**src/rtl/cacheline_adapter.sv**
```systemverilog
// cacheline_adapter
//
// Memory-side responder for a cache's 256-bit downward-facing port (dfp).
// One line read or line write is accepted at a time. It is carried out as a
// four-beat, 64-bit burst on the banked-memory (bmem) interface, and the cache
// is then answered with a single-cycle dfp_resp.
//
// Ports
//   clk, rst_n    : rising-edge clock, asynchronous active-low reset
//   dfp_addr      : line address from the cache (bits [4:0] ignored)
//   dfp_read      : level read request, held until dfp_resp
//   dfp_write     : level write request, held until dfp_resp (wins over read)
//   dfp_wdata     : line to write, valid while dfp_write
//   dfp_rdata     : assembled read line (holds last line, 0 after reset)
//   dfp_resp      : one-cycle completion pulse
//   bmem_addr     : line-aligned burst address while a request is active
//   bmem_read     : read burst request, held until bmem_ready
//   bmem_write    : write beat strobe, beat taken when bmem_ready
//   bmem_wdata    : current write beat
//   bmem_ready    : memory accepts the request/beat this cycle
//   bmem_raddr    : tag of returning read data (not used; one read in flight)
//   bmem_rdata    : read beat
//   bmem_rvalid   : read beat valid
//
// Every output is a flop. Output flops are loaded from the next-state values,
// so they line up with the state they describe without any input-to-output path.

module cacheline_adapter (
    input  logic         clk,
    input  logic         rst_n,
    input  logic [31:0]  dfp_addr,
    input  logic         dfp_read,
    input  logic         dfp_write,
    input  logic [255:0] dfp_wdata,
    output logic [255:0] dfp_rdata,
    output logic         dfp_resp,
    output logic [31:0]  bmem_addr,
    output logic         bmem_read,
    output logic         bmem_write,
    output logic [63:0]  bmem_wdata,
    input  logic         bmem_ready,
    input  logic [31:0]  bmem_raddr,
    input  logic [63:0]  bmem_rdata,
    input  logic         bmem_rvalid
);

    typedef enum logic [2:0] {
        StIdle,
        StWr,
        StRdReq,
        StRdData,
        StResp
    } state_e;

    state_e       state_q, state_d;
    logic [1:0]   cnt_q, cnt_d;
    logic [26:0]  line_q, line_d;     // line number, i.e. dfp_addr[31:5]
    logic [255:0] wbuf_q, wbuf_d;
    logic [255:0] rbuf_q, rbuf_d;

    logic         resp_q, resp_d;
    logic         rd_q, rd_d;
    logic         wr_q, wr_d;
    logic [31:0]  baddr_q, baddr_d;
    logic [63:0]  bwdata_q, bwdata_d;

    // The returning-data tag and the in-line offset carry no information here.
    logic unused_inputs;
    assign unused_inputs = ^{bmem_raddr, dfp_addr[4:0]};

    always_comb begin
        state_d = state_q;
        cnt_d   = cnt_q;
        line_d  = line_q;
        wbuf_d  = wbuf_q;
        rbuf_d  = rbuf_q;

        unique case (state_q)
            StIdle: begin
                if (dfp_write) begin
                    state_d = StWr;
                    line_d  = dfp_addr[31:5];
                    wbuf_d  = dfp_wdata;
                    cnt_d   = '0;
                end else if (dfp_read) begin
                    state_d = StRdReq;
                    line_d  = dfp_addr[31:5];
                    cnt_d   = '0;
                end
            end
            StWr: begin
                if (bmem_ready) begin
                    cnt_d = cnt_q + 2'd1;
                    if (cnt_q == 2'd3) begin
                        state_d = StResp;
                    end
                end
            end
            StRdReq: begin
                if (bmem_ready) begin
                    state_d = StRdData;
                    cnt_d   = '0;
                end
            end
            StRdData: begin
                if (bmem_rvalid) begin
                    rbuf_d[{cnt_q, 6'b0} +: 64] = bmem_rdata;
                    cnt_d = cnt_q + 2'd1;
                    if (cnt_q == 2'd3) begin
                        state_d = StResp;
                    end
                end
            end
            StResp: begin
                // The cache still holds its request here; never re-accept it.
                state_d = StIdle;
            end
            default: begin
                state_d = StIdle;
            end
        endcase

        // Output flops follow the state being entered.
        resp_d   = (state_d == StResp);
        rd_d     = (state_d == StRdReq);
        wr_d     = (state_d == StWr);
        baddr_d  = (rd_d || wr_d) ? {line_d, 5'b0} : '0;
        bwdata_d = wr_d ? wbuf_d[{cnt_d, 6'b0} +: 64] : '0;
    end

    always_ff @(posedge clk or negedge rst_n) begin
        if (!rst_n) begin
            state_q  <= StIdle;
            cnt_q    <= '0;
            line_q   <= '0;
            wbuf_q   <= '0;
            rbuf_q   <= '0;
            resp_q   <= 1'b0;
            rd_q     <= 1'b0;
            wr_q     <= 1'b0;
            baddr_q  <= '0;
            bwdata_q <= '0;
        end else begin
            state_q  <= state_d;
            cnt_q    <= cnt_d;
            line_q   <= line_d;
            wbuf_q   <= wbuf_d;
            rbuf_q   <= rbuf_d;
            resp_q   <= resp_d;
            rd_q     <= rd_d;
            wr_q     <= wr_d;
            baddr_q  <= baddr_d;
            bwdata_q <= bwdata_d;
        end
    end

    assign dfp_rdata  = rbuf_q;
    assign dfp_resp   = resp_q;
    assign bmem_addr  = baddr_q;
    assign bmem_read  = rd_q;
    assign bmem_write = wr_q;
    assign bmem_wdata = bwdata_q;

endmodule

```
**config.mk**
```make
export PLATFORM = sky130hd
export DESIGN_NAME = cacheline_adapter
export DESIGN_NICKNAME = d
export VERILOG_FILES = /design/src/rtl/cacheline_adapter.sv
export SDC_FILE = /design/constraint.sdc
export NUM_CORES = 1
export LEC_CHECK = 0
export BUFFER_PORTS_ARGS = -buffer_cell sky130_fd_sc_hd__buf_2
export CAP_MARGIN = 15
export CORE_AREA = 2 2 287 289
export CTS_CLUSTER_DIAMETER = 150
export DETAILED_ROUTE_END_ITERATION = 7
export DIE_AREA = 0 0 289 291
export GPL_TIMING_DRIVEN = 0
export SLEW_MARGIN = 40
export SYNTH_ARGS = -nofsm -noshare
export SYNTH_HDL_FRONTEND = slang
export SYNTH_SLANG_ARGS = --single-unit
```
**constraint.sdc**
```tcl
create_clock -name clk -period 2.57 [get_ports clk]
set_input_delay 0.3855 -clock clk [delete_from_list [all_inputs] [get_ports clk]]
set_output_delay 0.3855 -clock clk [all_outputs]
set_load 0.1 [all_outputs]
```
==> reports/metrics.csv <==
metric;value;unit
status;finished, final reports clean;
dr.pass1.iters;5;
cap_violations;0;
h-tree-depth;3;
tightestPinTransition;0.700;ns
cpLargestDelayFamily;simple AND/OR/NAND/NOR gates;
synth_cells;2129;
hp-class;input port to flip-flop;
gp_congestion;0.896;
synth_cell_type_count;44;
dp.cells;3911;
finalNonFillerCells;4237;
final_area;0.0355;mm²
chipHeight;291;µm
rsz0062_at_grt;yes;
period_minus_slack;2.52;ns
finalWorstSetupSlack;0.0507;ns
finalSetupViolCount;0;
core_area;0.0812;mm²
fillers;7641;
final_max_slew_viol_count;0;
skew;0.0268;ns
syn_area_per_cell;11.9;µm²
viasPerCell;4.89;
cp_cell_sequence;or2_4 > nor3b_4 > buf_12 > buf_8 > buf_6 > mux2_2 > a221oi_2 > nor2_1;
initial_core_util;31.2;%
cts_buffer_depth;3;
post_dp_cell_area;0.0304;mm²
hold_violations;0;
end_kind;flip-flop;
path_max_fanout;10;
wl_per_cell;23.2;µm
nets;3507;
io_buffers;702;
drt_drc_violations_left;0;
die_w;289;µm
dieArea;0.0841;mm²
grt_use_total;22.9;%
netlist.top_cell.by_area;dfrtp_1;
drive_above_1_share;39.7;%
layout_commonest_cell;buf_2;
grt_pass1_vias;21700;
synth_area_leaders;dfrtp_1 63%, mux2_2 11%, nand2_1 7.7%;
ys_seq_area_share;62.9;%
slew_headroom;53.3;%
synth_seq_cells;638;
fp-row-count;105;
slowest_delay;0.46;ns
cts_tree;yes;
synth_top_area_share;62.9;%
start_kind;flip-flop;
grt_max_degree;102;
synth_area;0.0254;mm²
antenna_left;0;
dp_hpwl;72.2;mm
finalCritPeriodShare;98.0;%
crit_arrival;3.01;ns
slowest_stage;dfrtp_2;
holdWs;0.0436;ns
cts.sink_count;638;
wl;98.2;mm
final_cell_mix;721 x buf_2, 635 x dfrtp_1, 515 x nand2_1;
cts-root-buf;clkbuf_16;
worstPathRequired;3.06;ns
grt-ovfl-total;0;
worst-path-buf-inv;3;
vias;20700;
io_pins;745;
cts_buffers;73;
drt_iter0_drc;1304;
clkLatencyLatePin;0.62;ns
worstSetupPathType;flip-flop to flip-flop;
clk_pin_slew;0.06;ns
antenna_found_initial;9;
grt_first_pass_wirelength;143;mm
yosysWarnings;0;
max_freq;0.397;GHz
syn_to_final_growth;39.9;%
pre_cts_ws;-0.634;ns
through the flow:
step	TNS (ns)	util (%)
floorplan	0	-
global placement	-8170.40	37.2
detailed placement	-77.94	37.5
CTS	-0.222	43.2
global route	-0.0448	43.7
finish	0	43.7
Yosys cell counts, drive strengths merged:
library cell	count
nor3b	4
nand3	1
ha	7
or4	1
dfrtp	638
mux2	283
nor3	3
nor4	1
o32ai	1
o32a	1
o21ai	260
or3b	2
and4b	1
conb	1
nand2	517
a21oi	2
a311o	1
nand4bb	1
nor4bb	2
or2	1
nand3b	1
clkbuf	74
a31oi	1
nor2	67
a31o	1
inv	5
xnor2	1
nand4b	1
mux2i	1
o21a	27
and3	1
buf	93
a221oi	128
routing by layer:
layer	part of all wire [%]	global-route usage, %	vias to the layer above	wire (µm)
met5	0.035	0	-	34
met4	5.1	10.3	4	4980
met3	8.4	6.23	209	8280
met2	48	38.7	871	47500
met1	38	26.9	10300	37400
li1	-	-	9306	-
worst reg2reg max path: stages, from the launching register on:
cell and delay (ns):
dfrtp_2 0.46, or2_4 0.30, nor3b_4 0.23, buf_12 0.16, buf_8 0.19, buf_6 0.22
mux2_2 0.41, a221oi_2 0.30, nor2_1 0.12
cell families (layout without fill, tap and decap cells):
logic type,after synthesis,count (layout),share of synthesized area [%]
muxes,284,284,12.6
DFF,638,638,62.9
other,1,13,0.0148
and+or+nand+nor,604,604,9.40
xor gates and xnor gates,1,1,0.0345
adders and majority gates,7,7,0.345
AOI/OAI and AO/OA,422,422,10.8
buffers and inverters,172,1198,3.82
state kept, by name, summed over array words and instances (netlist names):
name,flops
state_q,3
cnt_q,2
bmem_wdata,64
dfp_resp,1
bmem_read,1
wbuf_q,256
line_q,27
dfp_rdata,256
bmem_addr,27
bmem_write,1
final timing paths:
path	from	endpoint	slack, ns	depth (start not counted)
min reg2reg	dfp_rdata[190]	dfp_rdata[190]	0.47	2
min	dfp_wdata[11]	wbuf_q[11]	0.04	2
min in group asynchronous	rst_n	bmem_wdata[31]	0.31	2
max	state_q[2]	bmem_wdata[0]	0.05	8
max reg2reg	state_q[2]	bmem_wdata[0]	0.05	8
max in group asynchronous	rst_n	cnt_q[1]	0.30	5
timing repair:
item	CTS	global route
resized for setup	74	90
hold buffers	190	0
cloned	0	1
hold endpoints to repair	275	0
setup endpoints to repair	311	148
buffers inserted	6	0
pin swaps	5	3
layout make-up:
class                           count  area, µm²  area share (%)
Multi-Input combinational cell   1323       8760            24.7
Sequential cell                   638      16000            45.0
Buffer                            164       1280            3.62
Tap cell                         1070       1340            3.77
Clock buffer                       95       2030            5.72
Timing Repair Buffer              905       5690            16.0
Inverter                            5       18.8          0.0529
Antenna cell                        8       20.0          0.0564
Clock inverter                     29        372            1.05
Power is not shown: default switching activity piles up to over one toggle a cycle in this logic, so the estimate is an artifact.
